===== config.mk =====
export PLATFORM = sky130hd
export DESIGN_NAME = control_unit_flat
export DESIGN_NICKNAME = d
export VERILOG_FILES = /design/src/rtl/cpu_ctrl_pkg.sv /design/src/rtl/control_unit_if.sv /design/src/rtl/control_decode.sv /design/src/rtl/control_unit.sv /design/src/flat_wrapper.sv
export SDC_FILE = /design/constraint.sdc
export NUM_CORES = 1
export LEC_CHECK = 0
export BUFFER_PORTS_ARGS = -buffer_cell sky130_fd_sc_hd__buf_4
export CORE_AREA = 2 2 53 55
export DETAILED_ROUTE_END_ITERATION = 6
export DIE_AREA = 0 0 55 57
export HOLD_SLACK_MARGIN = 0.02
export PLACE_DENSITY = 0.83
export SYNTH_ARGS = -nofsm -noshare
export SYNTH_HDL_FRONTEND = slang
export SYNTH_HIERARCHICAL = 1
export SYNTH_SLANG_ARGS = --single-unit

===== constraint.sdc =====
create_clock -name clk -period 4.2 [get_ports clk]
set_clock_uncertainty 0.15 [all_clocks]
set_input_delay 0.84 -clock clk [delete_from_list [all_inputs] [get_ports clk]]
set_output_delay 0.84 -clock clk [all_outputs]
set_load 0.01 [all_outputs]

===== src/rtl/cpu_ctrl_pkg.sv =====
// Shared types for the phase-3 CPU control sequencer:
// opcodes, sequencer states, the datapath strobe bundle and ALU selects.
package cpu_ctrl_pkg;

  typedef enum logic [4:0] {
    OP_LD   = 5'b00000,
    OP_LDI  = 5'b00001,
    OP_ST   = 5'b00010,
    OP_ADD  = 5'b00011,
    OP_SUB  = 5'b00100,
    OP_AND  = 5'b00101,
    OP_OR   = 5'b00110,
    OP_ADDI = 5'b01100,
    OP_ANDI = 5'b01101,
    OP_ORI  = 5'b01110,
    OP_BR   = 5'b10010,
    OP_JR   = 5'b10100,
    OP_NOP  = 5'b11010,
    OP_HALT = 5'b11011
  } opcode_e;

  typedef enum logic [3:0] {
    S_RESET,
    S_T0,
    S_T1,
    S_T2,
    S_T3,
    S_T4,
    S_T5,
    S_T6,
    S_T7,
    S_HALT
  } state_e;

  typedef struct packed {
    logic PCout;
    logic PCin;
    logic IncPC;
    logic MARin;
    logic MDRin;
    logic MDRout;
    logic MDRRead;
    logic RAMread;
    logic RAMwrite;
    logic IRin;
    logic Yin;
    logic Zin;
    logic Zlowout;
    logic Zhighout;
    logic Cout;
    logic Gra;
    logic Grb;
    logic Grc;
    logic Rin_in;
    logic Rout_in;
    logic BAout;
    logic CONin;
    logic HIin;
    logic LOin;
    logic HIout;
    logic LOout;
    logic InPortout;
    logic OutPortIn;
  } ctrl_t;

  localparam logic [11:0] ALU_ADD = 12'h001;
  localparam logic [11:0] ALU_SUB = 12'h002;
  localparam logic [11:0] ALU_AND = 12'h004;
  localparam logic [11:0] ALU_OR  = 12'h008;

  function automatic logic is_defined(input logic [4:0] op);
    case (op)
      OP_LD, OP_LDI, OP_ST,
      OP_ADD, OP_SUB, OP_AND, OP_OR,
      OP_ADDI, OP_ANDI, OP_ORI,
      OP_BR, OP_JR, OP_NOP, OP_HALT:
        return 1'b1;
      default:
        return 1'b0;
    endcase
  endfunction

  // Final execute step; undefined opcodes end at T3 like nop.
  function automatic state_e last_step(input logic [4:0] op);
    case (op)
      OP_LD, OP_ST:
        return S_T7;
      OP_BR:
        return S_T6;
      OP_LDI, OP_ADD, OP_SUB, OP_AND, OP_OR,
      OP_ADDI, OP_ANDI, OP_ORI:
        return S_T5;
      default:
        return S_T3;
    endcase
  endfunction

  function automatic logic [11:0] alu_sel(input logic [4:0] op);
    case (op)
      OP_ADD, OP_ADDI: return ALU_ADD;
      OP_SUB:          return ALU_SUB;
      OP_AND, OP_ANDI: return ALU_AND;
      OP_OR, OP_ORI:   return ALU_OR;
      default:         return 12'h000;
    endcase
  endfunction

endpackage


===== src/rtl/control_unit_if.sv =====
// Sequencer <-> datapath bundle: IR and CON in,
// strobes, ALU select and run flag out.
interface control_unit_if;
  logic [31:0]         ir;
  logic                con_ff;
  cpu_ctrl_pkg::ctrl_t ctrl;
  logic [11:0]         ALUControl;
  logic                run;

  modport master (
    input  ir,
    input  con_ff,
    output ctrl,
    output ALUControl,
    output run
  );

  modport slave (
    output ir,
    output con_ff,
    input  ctrl,
    input  ALUControl,
    input  run
  );
endinterface


===== src/rtl/control_decode.sv =====
// Strobe decoder: maps (state, opcode, con_ff)
// to the datapath strobe set and one-hot ALU select.
module control_decode
  import cpu_ctrl_pkg::*;
(
  input  state_e      state,
  input  logic [4:0]  op,
  input  logic        con_ff,
  output ctrl_t       ctrl,
  output logic [11:0] alu
);

  logic is_ld, is_ldi, is_st;
  logic is_r, is_imm, is_br, is_jr;
  logic is_mem;

  assign is_ld  = (op == OP_LD);
  assign is_ldi = (op == OP_LDI);
  assign is_st  = (op == OP_ST);
  assign is_r   = (op == OP_ADD) || (op == OP_SUB) ||
                  (op == OP_AND) || (op == OP_OR);
  assign is_imm = (op == OP_ADDI) || (op == OP_ANDI) ||
                  (op == OP_ORI);
  assign is_br  = (op == OP_BR);
  assign is_jr  = (op == OP_JR);
  assign is_mem = is_ld || is_ldi || is_st;

  always_comb begin
    ctrl = '0;
    alu  = '0;
    unique case (state)
      S_T0: begin
        ctrl.PCout = 1'b1;
        ctrl.MARin = 1'b1;
        ctrl.IncPC = 1'b1;
        ctrl.Zin   = 1'b1;
        alu        = ALU_ADD;
      end
      S_T1: begin
        ctrl.Zlowout = 1'b1;
        ctrl.PCin    = 1'b1;
        ctrl.RAMread = 1'b1;
        ctrl.MDRRead = 1'b1;
        ctrl.MDRin   = 1'b1;
      end
      S_T2: begin
        ctrl.MDRout = 1'b1;
        ctrl.IRin   = 1'b1;
      end
      S_T3: begin
        unique case (1'b1)
          is_mem: begin
            ctrl.Grb   = 1'b1;
            ctrl.BAout = 1'b1;
            ctrl.Yin   = 1'b1;
          end
          (is_r || is_imm): begin
            ctrl.Grb     = 1'b1;
            ctrl.Rout_in = 1'b1;
            ctrl.Yin     = 1'b1;
          end
          is_br: begin
            ctrl.Gra     = 1'b1;
            ctrl.Rout_in = 1'b1;
            ctrl.CONin   = 1'b1;
          end
          is_jr: begin
            ctrl.Gra     = 1'b1;
            ctrl.Rout_in = 1'b1;
            ctrl.PCin    = 1'b1;
          end
          default: ;
        endcase
      end
      S_T4: begin
        unique case (1'b1)
          is_mem: begin
            ctrl.Cout = 1'b1;
            ctrl.Zin  = 1'b1;
            alu       = ALU_ADD;
          end
          is_r: begin
            ctrl.Grc     = 1'b1;
            ctrl.Rout_in = 1'b1;
            ctrl.Zin     = 1'b1;
            alu          = alu_sel(op);
          end
          is_imm: begin
            ctrl.Cout = 1'b1;
            ctrl.Zin  = 1'b1;
            alu       = alu_sel(op);
          end
          is_br: begin
            ctrl.PCout = 1'b1;
            ctrl.Yin   = 1'b1;
          end
          default: ;
        endcase
      end
      S_T5: begin
        unique case (1'b1)
          (is_ld || is_st): begin
            ctrl.Zlowout = 1'b1;
            ctrl.MARin   = 1'b1;
          end
          (is_ldi || is_r || is_imm): begin
            ctrl.Zlowout = 1'b1;
            ctrl.Gra     = 1'b1;
            ctrl.Rin_in  = 1'b1;
          end
          is_br: begin
            ctrl.Cout = 1'b1;
            ctrl.Zin  = 1'b1;
            alu       = ALU_ADD;
          end
          default: ;
        endcase
      end
      S_T6: begin
        unique case (1'b1)
          is_ld: begin
            ctrl.RAMread = 1'b1;
            ctrl.MDRRead = 1'b1;
            ctrl.MDRin   = 1'b1;
          end
          is_st: begin
            ctrl.Gra     = 1'b1;
            ctrl.Rout_in = 1'b1;
            ctrl.MDRin   = 1'b1;
          end
          is_br: begin
            ctrl.Zlowout = con_ff;
            ctrl.PCin    = con_ff;
          end
          default: ;
        endcase
      end
      S_T7: begin
        unique case (1'b1)
          is_ld: begin
            ctrl.MDRout = 1'b1;
            ctrl.Gra    = 1'b1;
            ctrl.Rin_in = 1'b1;
          end
          is_st: ctrl.RAMwrite = 1'b1;
          default: ;
        endcase
      end
      default: ;
    endcase
  end

endmodule


===== src/rtl/control_unit.sv =====
// Hardwired Moore sequencer: state register and next-state
// logic; strobes come from control_decode.
module control_unit
  import cpu_ctrl_pkg::*;
#(
  parameter bit HALT_ON_UNDEF = 1'b0
) (
  input  logic clk,
  input  logic clr,
  control_unit_if.master cu
);

  state_e     state;
  logic [4:0] op;
  logic       stop;
  state_e     last;
  logic       unused_ir;

  assign op        = cu.ir[31:27];
  assign unused_ir = ^cu.ir[26:0];
  assign last      = last_step(op);
  assign stop      = (op == OP_HALT) ||
                     (HALT_ON_UNDEF && !is_defined(op));

  always_ff @(posedge clk) begin
    if (clr) begin
      state <= S_RESET;
    end else begin
      unique case (state)
        S_RESET: state <= S_T0;
        S_HALT:  state <= S_HALT;
        S_T3: begin
          if (stop)
            state <= S_HALT;
          else if (last == S_T3)
            state <= S_T0;
          else
            state <= S_T4;
        end
        default: begin
          if (state == last || state == S_T7)
            state <= S_T0;
          else
            state <= state_e'(state + 4'd1);
        end
      endcase
    end
  end

  assign cu.run = (state != S_RESET) &&
                  (state != S_HALT);

  control_decode u_decode (
    .state  (state),
    .op     (op),
    .con_ff (cu.con_ff),
    .ctrl   (cu.ctrl),
    .alu    (cu.ALUControl)
  );

endmodule


===== src/flat_wrapper.sv =====
// flat-port wrapper written by rule: the top's interface ports become plain ports
module control_unit_flat import cpu_ctrl_pkg::*;
#(
  parameter bit HALT_ON_UNDEF = 1'b0
)
  (clk, clr, cu_ir, cu_con_ff, cu_ctrl, cu_ALUControl, cu_run);
  control_unit_if cu_i ();
  input  logic clk;
  input  logic clr;
  input wire logic [$bits(cu_i.ir)-1:0] cu_ir;
  input wire logic [$bits(cu_i.con_ff)-1:0] cu_con_ff;
  output wire logic [$bits(cu_i.ctrl)-1:0] cu_ctrl;
  output wire logic [$bits(cu_i.ALUControl)-1:0] cu_ALUControl;
  output wire logic [$bits(cu_i.run)-1:0] cu_run;
  assign cu_i.ir = cu_ir;
  assign cu_i.con_ff = cu_con_ff;
  assign cu_ctrl = cu_i.ctrl;
  assign cu_ALUControl = cu_i.ALUControl;
  assign cu_run = cu_i.run;
  control_unit #(.HALT_ON_UNDEF(HALT_ON_UNDEF)) u_core (.clk(clk), .clr(clr), .cu(cu_i));
endmodule

==> impl_metrics.ini <==
[timing]
slew_headroom = 0.610
max_freq_mhz = 303
finalSetupViolations = 0
whs_ps = 622
drv_slew = 0
layout_min_cycle_time_ps = 3300
hold_violations = 0
rsz0062_at_grt = false
tightest_slew_ps = 584
period_share = 0.786
fin_setup_tns_ps = 0

[grt]
antenna_found_initial = 0
grt_pass1_wl_um = 4040
grtUsageTotal = 0.166
grt_max_degree = 22
use_met3 = 0.0393
grt_pass1_vias = 980
gr-usage-met1 = 0.197
top_usage_layer = met2
grt-ovfl-total = 0
grtUsageMet2 = 0.303

[worst_setup_path]
crit_path_end_kind = output port
startpoint_type = input pin
path_delay_family = simple AND/OR/NAND/NOR gates
path_common_cell = buf_4
crit_required_ps = 3210
worstPathMaxFanout = 17
path_cells = buf_4 -> nand3b_1 -> or4_4 -> o32a_2 -> a311oi_2 -> buf_4
slowest_delay_ps = 470
critPathSlowestCell = or4_4
crit_type = in -> out
worstPathArrival_ps = 2310
crit_buf_inv = 2

[floorplan]
core-area_mm2 = 0.00262
rows = 19
dieHeight_um = 57
die_area_mm2 = 0.00314
initial_utilization = 0.417
io_pins = 76
die_w_um = 55

[detailed_routing]
viasPerCell = 5.35
drt_iter0_markers = 29
vias = 1140
ant_nets = 0
routed_wl_um = 2610
first_pass_iters = 4
remaining_drc_errors = 0
wire_per_inst_um = 12.2

[synthesis]
synth_adder_area_share = 0.0344
syn_avg_cell_area_um2 = 7.04
yosysWarnings = 6
yosys-top-cells-count = buf_4, nand2_1, nor2_1
synthDistinctLibCells = 52
synth_most_common_cell = buf_4
synth.area.top_cells = buf_4, dfxtp_1, nand2b_1
yosysTopAreaCell = buf_4
ys_ff_latch = 4
synth_top_family_by_area = simple AND/OR/NAND/NOR gates
synth_cells = 155
synth-simple-area-share = 0.407
synth-edff-count = 0
syn_area_mm2 = 0.00109
yosys.area.top_type_share = 0.110
synth_compound_area_frac = 0.248
muxShareOfSynthArea = 0.0367
synth_xor_area_frac = 0.0241
synthArstFlopShare = 0
synthFlopType = dfxtp_1
seq_area_frac_synth = 0.0734

[clock_tree]
h-tree-depth = 1
clk_latency_ps = 230
root_buffer = clkbuf_4
cts_buffers = 3
cts_tree = built
cts_buffer_depth = 2
cts.sinks = 4
ctsResizeCount = 0
postCtsHoldBufs = 0
cts_setup_buffers = 0
clkTransAtPathRegs_ps = 40

[layout]
fill_cells = 277
nets = 222
regMostFlops = u_core/state
final_cells = 213
antenna_cells = 0
synthToLayoutAreaGrowth_pct = 17.9
drive_gt1_frac = 0.275
largest_register_ffs = 4
largestRegisters = u_core/state x4

[power]
p_per_area_mw_per_mm2 = 237
irDropWorstVdd_v = 0.000233
p_leak_uw = 0.000564

[place]
hpwl_um = 1990
io_buffers = 33
dpl.cell_count = 210
globalplace.congestion = 0.774

[outcome]
status = finished, final reports clean

[job]
cap_violations = 0

[worst_hold_path]
min-delay-path-class = reg -> reg
cell families after synthesis:
group | count (synthesis)
adder cells (fa/ha/maj) | 3
flip-flops | 4
multiplexers | 4
AO/OA/AOI/OAI | 37
other | 1
buffers and inverters | 29
XOR/XNOR | 3
AND/OR/NAND/NOR | 74
worst reg2reg max path, delay by kind of cell, from the launching register on:
kind	cells	cell delay [ps]
AO/OA/AOI/OAI	4	600
buffers and inverters	1	220
AND/OR/NAND/NOR	1	150
flip-flops	1	580
adder cells (fa/ha/maj)	1	250
area by class of cell:
type,count,area (um^2),area share
Multi-Input combinational cell,136,875,0.680
Timing Repair Buffer,33,248,0.193
Sequential cell,4,80.1,0.0623
Tap cell,31,38.8,0.0302
Clock buffer,3,22.5,0.0175
Inverter,6,22.5,0.0175
per-layer routing:
metal | routed length (um) | vias up
li1 | - | 583
met1 | 1160 | 508
met2 | 1220 | 47
met3 | 218 | 2
met4 | 16 | 0
met5 | 0 | -
where the power goes:
part           internal, uW  switching, uW  leakage [uW]
sequential             44.9           26.5     0.0000328
combinational          85.7           99.9      0.000517
clock                  31.9           15.6     0.0000138
path summary, 6_finish.rpt:
check | from | to | slack, ps | cells after the start
max | cu_ir[31] | cu_ctrl[8] | 900 | 6
min | u_core/state[2]$_SDFF_PP0_ | u_core/state[2]$_SDFF_PP0_ | 620 | 2
max reg2reg | u_core/state[1]$_SDFF_PP0_ | u_core/state[2]$_SDFF_PP0_ | 2170 | 7
min reg2reg | u_core/state[2]$_SDFF_PP0_ | u_core/state[2]$_SDFF_PP0_ | 620 | 2
per-stage QoR:
| stage | util | total power, uW | setup slack [ps] | area (um^2) |
|---|---|---|---|---|
| after floorplan | - | 198 | 1150 | 1140 |
| after global placement | 0.483 | 253 | 932 | 1260 |
| after detailed placement | 0.483 | 257 | 902 | 1260 |
| after CTS | 0.492 | 306 | 901 | 1290 |
| after global routing | 0.492 | 334 | 854 | 1290 |
| final | 0.492 | 305 | 897 | 1290 |
cell usage in the layout, fill, tap and decap left out, types with 2 or more instances in the layout:
cell      synthesis  routed
buf_4            16      33
conb_1            1      15
nand2_1          11      11
nor2_1           10      10
nand2b_1          9       9
a21oi_1           8       8
o21ai_0           7       7
inv_1             6       6
nor2b_1           6       6
nor3_1            6       6
nand3_1           5       5
or3_1             4       4
mux2i_1           4       4
o22ai_1           4       4
dfxtp_1           4       4
clkbuf_4          0       3
a211oi_2          3       3
ha_1              3       3
and3_1            3       3
or2b_1            2       2
or4b_1            2       2
nor4_1            2       2
o21a_1            2       2
xor2_1            2       2
nor4b_1           2       2
and2_1            2       2
(Power assumes the default switching activity.)
